## src/rtl/force_accumulator.sv

```systemverilog
// rtl/force_accumulator.sv - sums per-node force stage streams into one net force per node/axis.
// Define FORCE_ACC_SATURATE_EN to clamp each sum; otherwise sums wrap in two's complement.
module force_accumulator #(
  parameter int NUM_NODES  = 10,
  parameter int FORCE_SIZE = 8,
  parameter int ACC_SIZE   = 12,
  parameter int NUM_STAGES = 3
) (
  input  logic                                          clk_in,
  input  logic                                          rst_in,
  input  logic                                          clear_in,
  input  logic signed [FORCE_SIZE-1:0]                  force_x_in,
  input  logic signed [FORCE_SIZE-1:0]                  force_y_in,
  input  logic                                          force_valid_in,
  input  logic                                          stage_done_in,
  output logic signed [1:0][NUM_NODES-1:0][ACC_SIZE-1:0] forces_out,
  output logic                                          result_out,
  output logic                                          busy_out,
  output logic                                          error_out
);

  localparam int IDX_W = $clog2(NUM_NODES + 1);
  localparam int STG_W = $clog2(NUM_STAGES + 1);
  localparam logic [IDX_W-1:0] IDX_FULL = IDX_W'(NUM_NODES);
  localparam logic [STG_W-1:0] STG_LAST = STG_W'(NUM_STAGES);

  typedef enum logic [1:0] {IDLE, ACCUM, DONE} state_t;

  state_t             state_q, state_d;
  logic [IDX_W-1:0]   node_idx, idx_after;
  logic [STG_W-1:0]   stage_cnt, stage_next;
  logic               accum, take, drop, stage_end, frame_end;

  function automatic logic [ACC_SIZE-1:0] add_force(
    input logic signed [ACC_SIZE-1:0]   acc,
    input logic signed [FORCE_SIZE-1:0] f
  );
`ifdef FORCE_ACC_SATURATE_EN
    logic signed [ACC_SIZE:0] sum;
    sum = (ACC_SIZE+1)'(acc) + (ACC_SIZE+1)'(f);
    // Top two bits disagree only when the sum left the ACC_SIZE range.
    if (sum[ACC_SIZE] != sum[ACC_SIZE-1])
      return sum[ACC_SIZE] ? {1'b1, {(ACC_SIZE-1){1'b0}}} : {1'b0, {(ACC_SIZE-1){1'b1}}};
    return sum[ACC_SIZE-1:0];
`else
    logic signed [ACC_SIZE-1:0] sum;
    sum = acc + ACC_SIZE'(f);
    return sum;
`endif
  endfunction

  always_comb begin
    accum      = (state_q == ACCUM) && !clear_in;
    take       = accum && force_valid_in && (node_idx < IDX_FULL);
    drop       = accum && force_valid_in && !(node_idx < IDX_FULL);
    idx_after  = node_idx + IDX_W'(take);
    stage_end  = accum && stage_done_in;
    stage_next = stage_cnt + STG_W'(1);
    frame_end  = stage_end && (stage_next == STG_LAST);
  end

  always_ff @(posedge clk_in or negedge rst_in) begin
    if (!rst_in) state_q <= IDLE;
    else         state_q <= state_d;
  end

  always_comb begin
    state_d  = state_q;
    busy_out = (state_q == ACCUM);
    if (clear_in)       state_d = ACCUM;
    else if (frame_end) state_d = DONE;
  end

  always_ff @(posedge clk_in or negedge rst_in) begin
    if (!rst_in) begin
      forces_out <= '0;
      node_idx   <= '0;
      stage_cnt  <= '0;
      result_out <= 1'b0;
      error_out  <= 1'b0;
    end else begin
      result_out <= frame_end;
      if (clear_in) begin
        forces_out <= '0;
        node_idx   <= '0;
        stage_cnt  <= '0;
        error_out  <= 1'b0;
      end else if (state_q == ACCUM) begin
        for (int n = 0; n < NUM_NODES; n++) begin
          if (take && (node_idx == IDX_W'(n))) begin
            forces_out[0][n] <= add_force(forces_out[0][n], force_x_in);
            forces_out[1][n] <= add_force(forces_out[1][n], force_y_in);
          end
        end
        // Short-stream check sees the index after a coincident sample.
        if (drop || (stage_end && (idx_after != IDX_FULL)))
          error_out <= 1'b1;
        if (stage_end) begin
          node_idx  <= '0;
          stage_cnt <= stage_next;
        end else begin
          node_idx  <= idx_after;
        end
      end
    end
  end

endmodule

```

## config.mk

```make
export PLATFORM = sky130hd
export DESIGN_NAME = force_accumulator
export DESIGN_NICKNAME = d
export VERILOG_FILES = /design/src/rtl/force_accumulator.sv
export SDC_FILE = /design/constraint.sdc
export NUM_CORES = 1
export LEC_CHECK = 0
export BUFFER_PORTS_ARGS = -buffer_cell sky130_fd_sc_hd__buf_4
export CAP_MARGIN = 20
export CORE_UTILIZATION = 52
export CTS_CLUSTER_DIAMETER = 200
export DETAILED_ROUTE_END_ITERATION = 8
export HOLD_SLACK_MARGIN = 0.15
export PLACE_DENSITY = 0.83
export SYNTH_ARGS = -nofsm -noshare
export SYNTH_HDL_FRONTEND = slang
export SYNTH_SLANG_ARGS = --single-unit
```

## constraint.sdc

```tcl
create_clock -name clk_in -period 3.1 [get_ports clk_in]
set_clock_uncertainty 0.15 [all_clocks]
set_input_delay 0.465 -clock clk_in [delete_from_list [all_inputs] [get_ports clk_in]]
set_output_delay 0.465 -clock clk_in [all_outputs]
set_load 0.03 [all_outputs]
```

# Word-level counts from Yosys, hierarchy flattened
# Cells that the tools add are included.
dict set report totals {
  input_bits 21
  output_inout_bits 243
  register_bits 250
  word_cells 140
}
dict set report classes {
  muxes 33
  magnitude_cmp 1
  addsub 22
  eq_ne 12
  reduce_logical 47
}
# operator count
set op_table {}
lappend op_table {{$mux 240} 2}
lappend op_table {{$add 12x8->12} 20}
lappend op_table {{$mux 12} 20}
lappend op_table {{$reduce_bool 2->1} 14}
lappend op_table {{$reduce_and 2->1} 12}
lappend op_table {{$logic_and 1x1->1} 17}
lappend op_table {{$eq 4x3->1 const B} 4}
lappend op_table {{$mux 4} 3}
lappend op_table {{$mux 2} 5}
lappend op_table {{$eq 4x2->1 const B} 2}
lappend op_table {{$eq 4x4->1 const B} 2}
lappend op_table {{$add 4x1->4} 1}
lappend op_table {{$eq 4x1->1 const B} 1}
lappend op_table {{$logic_not 4->1} 1}
lappend op_table {{$lt 4x4->1 const B} 1}
lappend op_table {{$ne 4x4->1 const B} 1}
lappend op_table {{$mux 1} 3}
lappend op_table {{$add 2x1->2 const B} 1}
lappend op_table {{$eq 2x1->1 const B} 1}
lappend op_table {{$eq 2x2->1 const B} 1}
lappend op_table {{$logic_not 1->1} 2}
lappend op_table {{$logic_or 1x1->1} 1}

# Longest topological paths before layout
dict set report logic_depth {
  depth_word 11
  mapped_depth 12
  ltp_nobuf 11
}

# Least setup slack after synthesis
# Ideal clock, no wire load.
dict set report synth_path {
  kind {input to register}
  from {in force_x_in[1]}
  to {reg forces_out[10] (netlist name)}
  required_ns 2.830
  path_stages 9
  setup_time_ns 0.120
  t_arrival_ns 2.531
  path_slack_ns 0.298
  cell_sequence {inv_1 > fa_1 > nor2b_1 > o31a_1 > o311a_1 > o21bai_1 > a21boi_0 > or3_1 > a31o_2}
}
dict set report synth_between {
  elab_chain_cells 4
}
# item line
set synth_lines {}
lappend synth_lines {{start: declaration} 12} ;# input logic signed [FORCE_SIZE-1:0] force_x_in,
lappend synth_lines {{$add 12x8->12} 47} ;# sum = acc + ACC_SIZE'(f);
lappend synth_lines {{$mux 12} 90} ;# if (take && (node_idx == IDX_W'(n))) begin
lappend synth_lines {{$mux 240} 88} ;# end else if (state_q == ACCUM) begin
lappend synth_lines {{$mux 240} 83} ;# if (clear_in) begin
lappend synth_lines {{end signal: indexed assignment} 91} ;# forces_out[0][n] <= add_force(forces_out[0][n], force_x_in);
lappend synth_lines {{end signal: indexed assignment} 92} ;# forces_out[1][n] <= add_force(forces_out[1][n], force_y_in);
lappend synth_lines {{end: declaration} 16} ;# output logic signed [1:0][NUM_NODES-1:0][ACC_SIZE-1:0] forces_out,
# No other way between the ends. The select of a mux whose other input is x is not followed.
# A chain may end at the register's enable or synchronous reset.

# Worst setup path after layout
dict set report layout_path {
  from {in clear_in}
  to {reg forces_out[58] (netlist name)}
}
dict set report layout_between {
  elab_chain_cells 7
}
# item line
set layout_lines {}
lappend layout_lines {{start: declaration} 11} ;# input logic clear_in,
lappend layout_lines {{$logic_not 1->1} 53} ;# accum = (state_q == ACCUM) && !clear_in;
lappend layout_lines {{$logic_and 1x1->1} 53}
lappend layout_lines {{$logic_and 1x1->1 (2 in a row)} 54} ;# take = accum && force_valid_in && (node_idx < IDX_FULL);
lappend layout_lines {{$logic_and 1x1->1} 90}
lappend layout_lines {{$reduce_bool 2->1 (no line)} n/a}
lappend layout_lines {{$reduce_and 2->1 (no line)} n/a}
# Several ways; a longest one is shown, not always the timed one.

==> run summary <==
GLOBAL ROUTING
----------------------------------------------------------------------------------------
Number of antenna violations at the first check in global routing                      1
Number of global-route vias before repair                                          18.4k
Global-route total usage across every layer                                        0.305
Overflow left after global routing                                                     0
Largest net degree at the start of global routing                                     79
Wire length of the first global-routing pass                                   94,100 um

CRITICAL PATH
----------------------------------------------------------------------------------------
Capture instance of the worst register-to-register path                     forces_out[58]
Highest cell delay on the worst timing path                                      0.56 ns
Cell type with the highest occurrence count on the critical path            sky130_fd_sc_hd__or4_1
Register-to-Register Setup Slack                                                 0.42 ns
Category of cells accounting for the largest share of critical-path delay   simple AND/OR/NAND/NOR gates
Data arrival time of the critical path                                           3.20 ns
Number of cell instances on the worst register-to-register path                        6
Required arrival time at the worst endpoint                                      3.46 ns
Reg2reg start                                                                 state_q[1]
Crit path depth                                                                        8
Buffers and inverters on the worst path                                                3
CP Launch Point                                                                 clear_in
Slowest cell on the critical path                                           sky130_fd_sc_hd__dlygate4sd3_1
Worst setup path category                                                      in -> reg
Endpoint kind of the worst setup timing path                                    register
Largest fanout on the critical path                                                   44
Sort of element at the start of the critical path                              input pin
Capturing instance or port of the critical path                             forces_out[58]
Critical Path, Cell by Cell                                                 dlygate4sd3_1 -> buf_4 -> nand4bb_4 -> or3b_1 -> or4_1 -> buf_12 -> or4_1 -> nand3_1

FINAL LAYOUT
----------------------------------------------------------------------------------------
Commonest non-fill, non-tap cells in the layout                             sky130_fd_sc_hd__buf_4 (311), sky130_fd_sc_hd__dfrtp_1 (250), sky130_fd_sc_hd__nand3_1 (238)
Share of layout cells above drive strength 1                                       0.157
Post-layout net count                                                              2,780
Diode count                                                                            0
Final core utilization                                                             0.638
Most frequent standard cell in the layout excluding fill and tap cells      sky130_fd_sc_hd__buf_4
Area growth, synth to finish                                                       19.8%

HOLD PATH
----------------------------------------------------------------------------------------
Beginning of the worst hold path                                            force_x_in[0]
Tightest Hold Check Type                                                       in -> reg

STA
----------------------------------------------------------------------------------------
Unrepaired setup endpoints after global routing                                       no
Transition time at the pin with the least slew margin                           0.885 ns
Final worst path period share                                                      0.917
Pins over their slew limit                                                             0
Worst slew margin relative to its limit                                            0.409
Final setup TNS                                                                     0 ns
Post-layout minimum cycle time                                                   2.84 ns
Finish-stage setup viols                                                               0
Highest attainable clock frequency                                             0.352 GHz
Final-report hold violation count                                                      0

FLOORPLAN
----------------------------------------------------------------------------------------
Total Die Area                                                               0.0386 mm^2
Die X                                                                             196 um
Vertical die dimension                                                            196 um
Effective utilization at floorplan                                                 0.533
Number of rows in the core area                                                       70
Core box area                                                                0.0369 mm^2
Num ports                                                                            264

POWER AND IR DROP
----------------------------------------------------------------------------------------
Power density of the placed cells                                            381 mW/mm^2
Leakage power of the design                                                      11.4 nW
IR drop worst, VDD                                                            0.000391 V

CLOCKING
----------------------------------------------------------------------------------------
Post-cts sizing count                                                                  0
Clock H-tree levels                                                                    1
Number of buffers on the longest clock path                                            3
Clock-pin slew of the registers on the worst-case setup and hold paths           0.05 ns
Clock tree sinks                                                                     250
TritonCTS clock tree                                                               built
Root cell of the clock tree                                                 sky130_fd_sc_hd__clkbuf_16
Cts bufs inserted                                                                     31
Clock Latency Late Sink                                                          0.58 ns

ROUTING
----------------------------------------------------------------------------------------
Number of DRC violations after detailed-routing iteration 0                        1,347
DR pass1 iterations                                                                    5
Post-route DRC violation count                                                         0
Via total after detailed routing                                                   18.9k
Routed WL per cell                                                               19.4 um
Detail Route Antenna Nets                                                              0
WL final                                                                       59,100 um
Vias per inst                                                                       6.21

LOGIC SYNTHESIS
----------------------------------------------------------------------------------------
Post-synthesis instance area                                                 0.0197 mm^2
Synth Instances                                                                    2,257
Number of synthesized flops with an enable pin                                         0
Flip-flop and latch count after synthesis                                            250
Synth cell types                                                                      69
Post-Synthesis Mean Instance Area                                              8.71 um^2
Number of synthesis warnings                                                           0
Total nets after synthesis                                                         2,521
Primary FF master, synth                                                    sky130_fd_sc_hd__dfrtp_1
Share of synthesized area occupied by flip-flops and latches                       0.318
Async set-or-reset flop fraction in the synthesized netlist                         1.00

PLACE
----------------------------------------------------------------------------------------
Final Wtd Congestion                                                               0.961
Detailed placer's ending HPWL                                                  42,300 um
Port bufs                                                                            263

RUN
----------------------------------------------------------------------------------------
Max-cap violations                                                                     0

OUTCOME
----------------------------------------------------------------------------------------
Status                                                                      finished clean

==> report_power, final <==
| group | switching, mW | internal, mW | leakage [nW] |
|---|---|---|---|
| sequential | 0.0916 | 3.35 | 3.47 |
| clock | 1.46 | 2.34 | 0.517 |
| combinational | 1.08 | 0.641 | 7.45 |
==> what timing repair did <==
item                       in CTS  in global routing
buffers inserted                0                  0
setup endpoints to repair       0                  0
hold buffers                    4                  0
hold endpoints to repair       77                  0
==> worst min-delay path, delay by kind of cell <==
kind,cells,cell delay [ns]
AND/OR/NAND/NOR,2,0.09
adder cells (fa/ha/maj),1,0.17
buffers and inverters,1,0.23
==> Yosys cell counts, drive strengths merged, types with 6 or more instances <==
cell     number  share of area
a2111oi      10         0.0045
a211oi       41          0.016
a21boi       23         0.0088
a21o         60          0.023
a21oi       110          0.028
a221o         6         0.0031
a311oi        6         0.0027
a31o         15         0.0067
a31oi        32          0.010
and2         10         0.0032
and3         11         0.0035
buf          23         0.0047
clkbuf       76          0.015
dfrtp       250           0.32
fa           20          0.020
ha          223           0.14
inv          79          0.015
mux2i        23          0.012
nand2       138          0.026
nand2b       20         0.0064
nand3       238          0.061
nand3b        7         0.0027
nand4        41          0.013
nand4b        8         0.0036
nor2        118          0.023
nor2b        33          0.011
nor3         59          0.015
nor3b        14         0.0053
nor4          7         0.0025
nor4b         7         0.0031
o211ai       15         0.0057
o21a         33          0.013
o21ai       232          0.059
o21bai       14         0.0053
o31ai        32          0.012
o41ai        11         0.0049
or2           8         0.0025
or3          13         0.0041
or4          14         0.0053
or4b          6         0.0031
xnor2        59          0.026
xor2         66          0.029
==> sequential cells by signal, summed over array words and instances (netlist names) <==
| signal | count |
|---|---|
| forces_out | 240 |
| error_out | 1 |
| state_q | 2 |
| node_idx | 4 |
| result_out | 1 |
| stage_cnt | 2 |
==> how the worst min path moves through the flow <==
| stage | endpoint | slack (ns) | cells after the start |
|---|---|---|---|
| after floorplan | error_out | 0.02 | 0 |
| after global placement | forces_out[131] | 0.32 | 1 |
| after detailed placement | forces_out[131] | 0.33 | 1 |
| after CTS | forces_out[96] | 0.24 | 4 |
| after global routing | forces_out[12] | 0.26 | 4 |
| final | forces_out[96] | 0.26 | 4 |
==> layer usage <==
layer | up-vias | global-route usage | share of wire
met5 | - | 0 | 0.00022
met4 | 2 | 0.184 | 0.065
met3 | 207 | 0.0647 | 0.080
met2 | 690 | 0.491 | 0.45
met1 | 8999 | 0.376 | 0.40
li1 | 8972 | - | -
==> stage by stage <==
stage	cell area, um^2	instances	power, mW	worst slack, ns	hold slack [ns]
floorplan	19700	2257	4.58	0.298	0.0194
global placement	22400	2983	5.14	0.211	0.322
detailed placement	22400	2983	5.20	0.135	0.334
CTS	23500	3040	9.02	0.288	0.242
global route	23500	3040	9.30	0.194	0.262
finish	23500	3040	8.96	0.259	0.263
==> cell type report <==
cell class              instances  area (um^2)
repair buffers                325         2570
clock buffers                  46          912
clock inverters                 7          139
flip-flops and latches        250         6260
fillers                      3029        13300
well taps                     504          631
multi-input cells            1828        12700
inverters                      80          305
==> kinds of logic (layout without fill, tap and decap cells) <==
kind of cell	count (synthesis)	count (layout)	share of synthesized area
buf+inv	179	458	0.0346
fa+ha+maj	243	243	0.162
flops	250	250	0.318
simple gates	757	757	0.197
compound gates	680	680	0.221
xor+xnor	125	125	0.0557
mux	23	23	0.0117
Power figures use the tool's default switching activity.
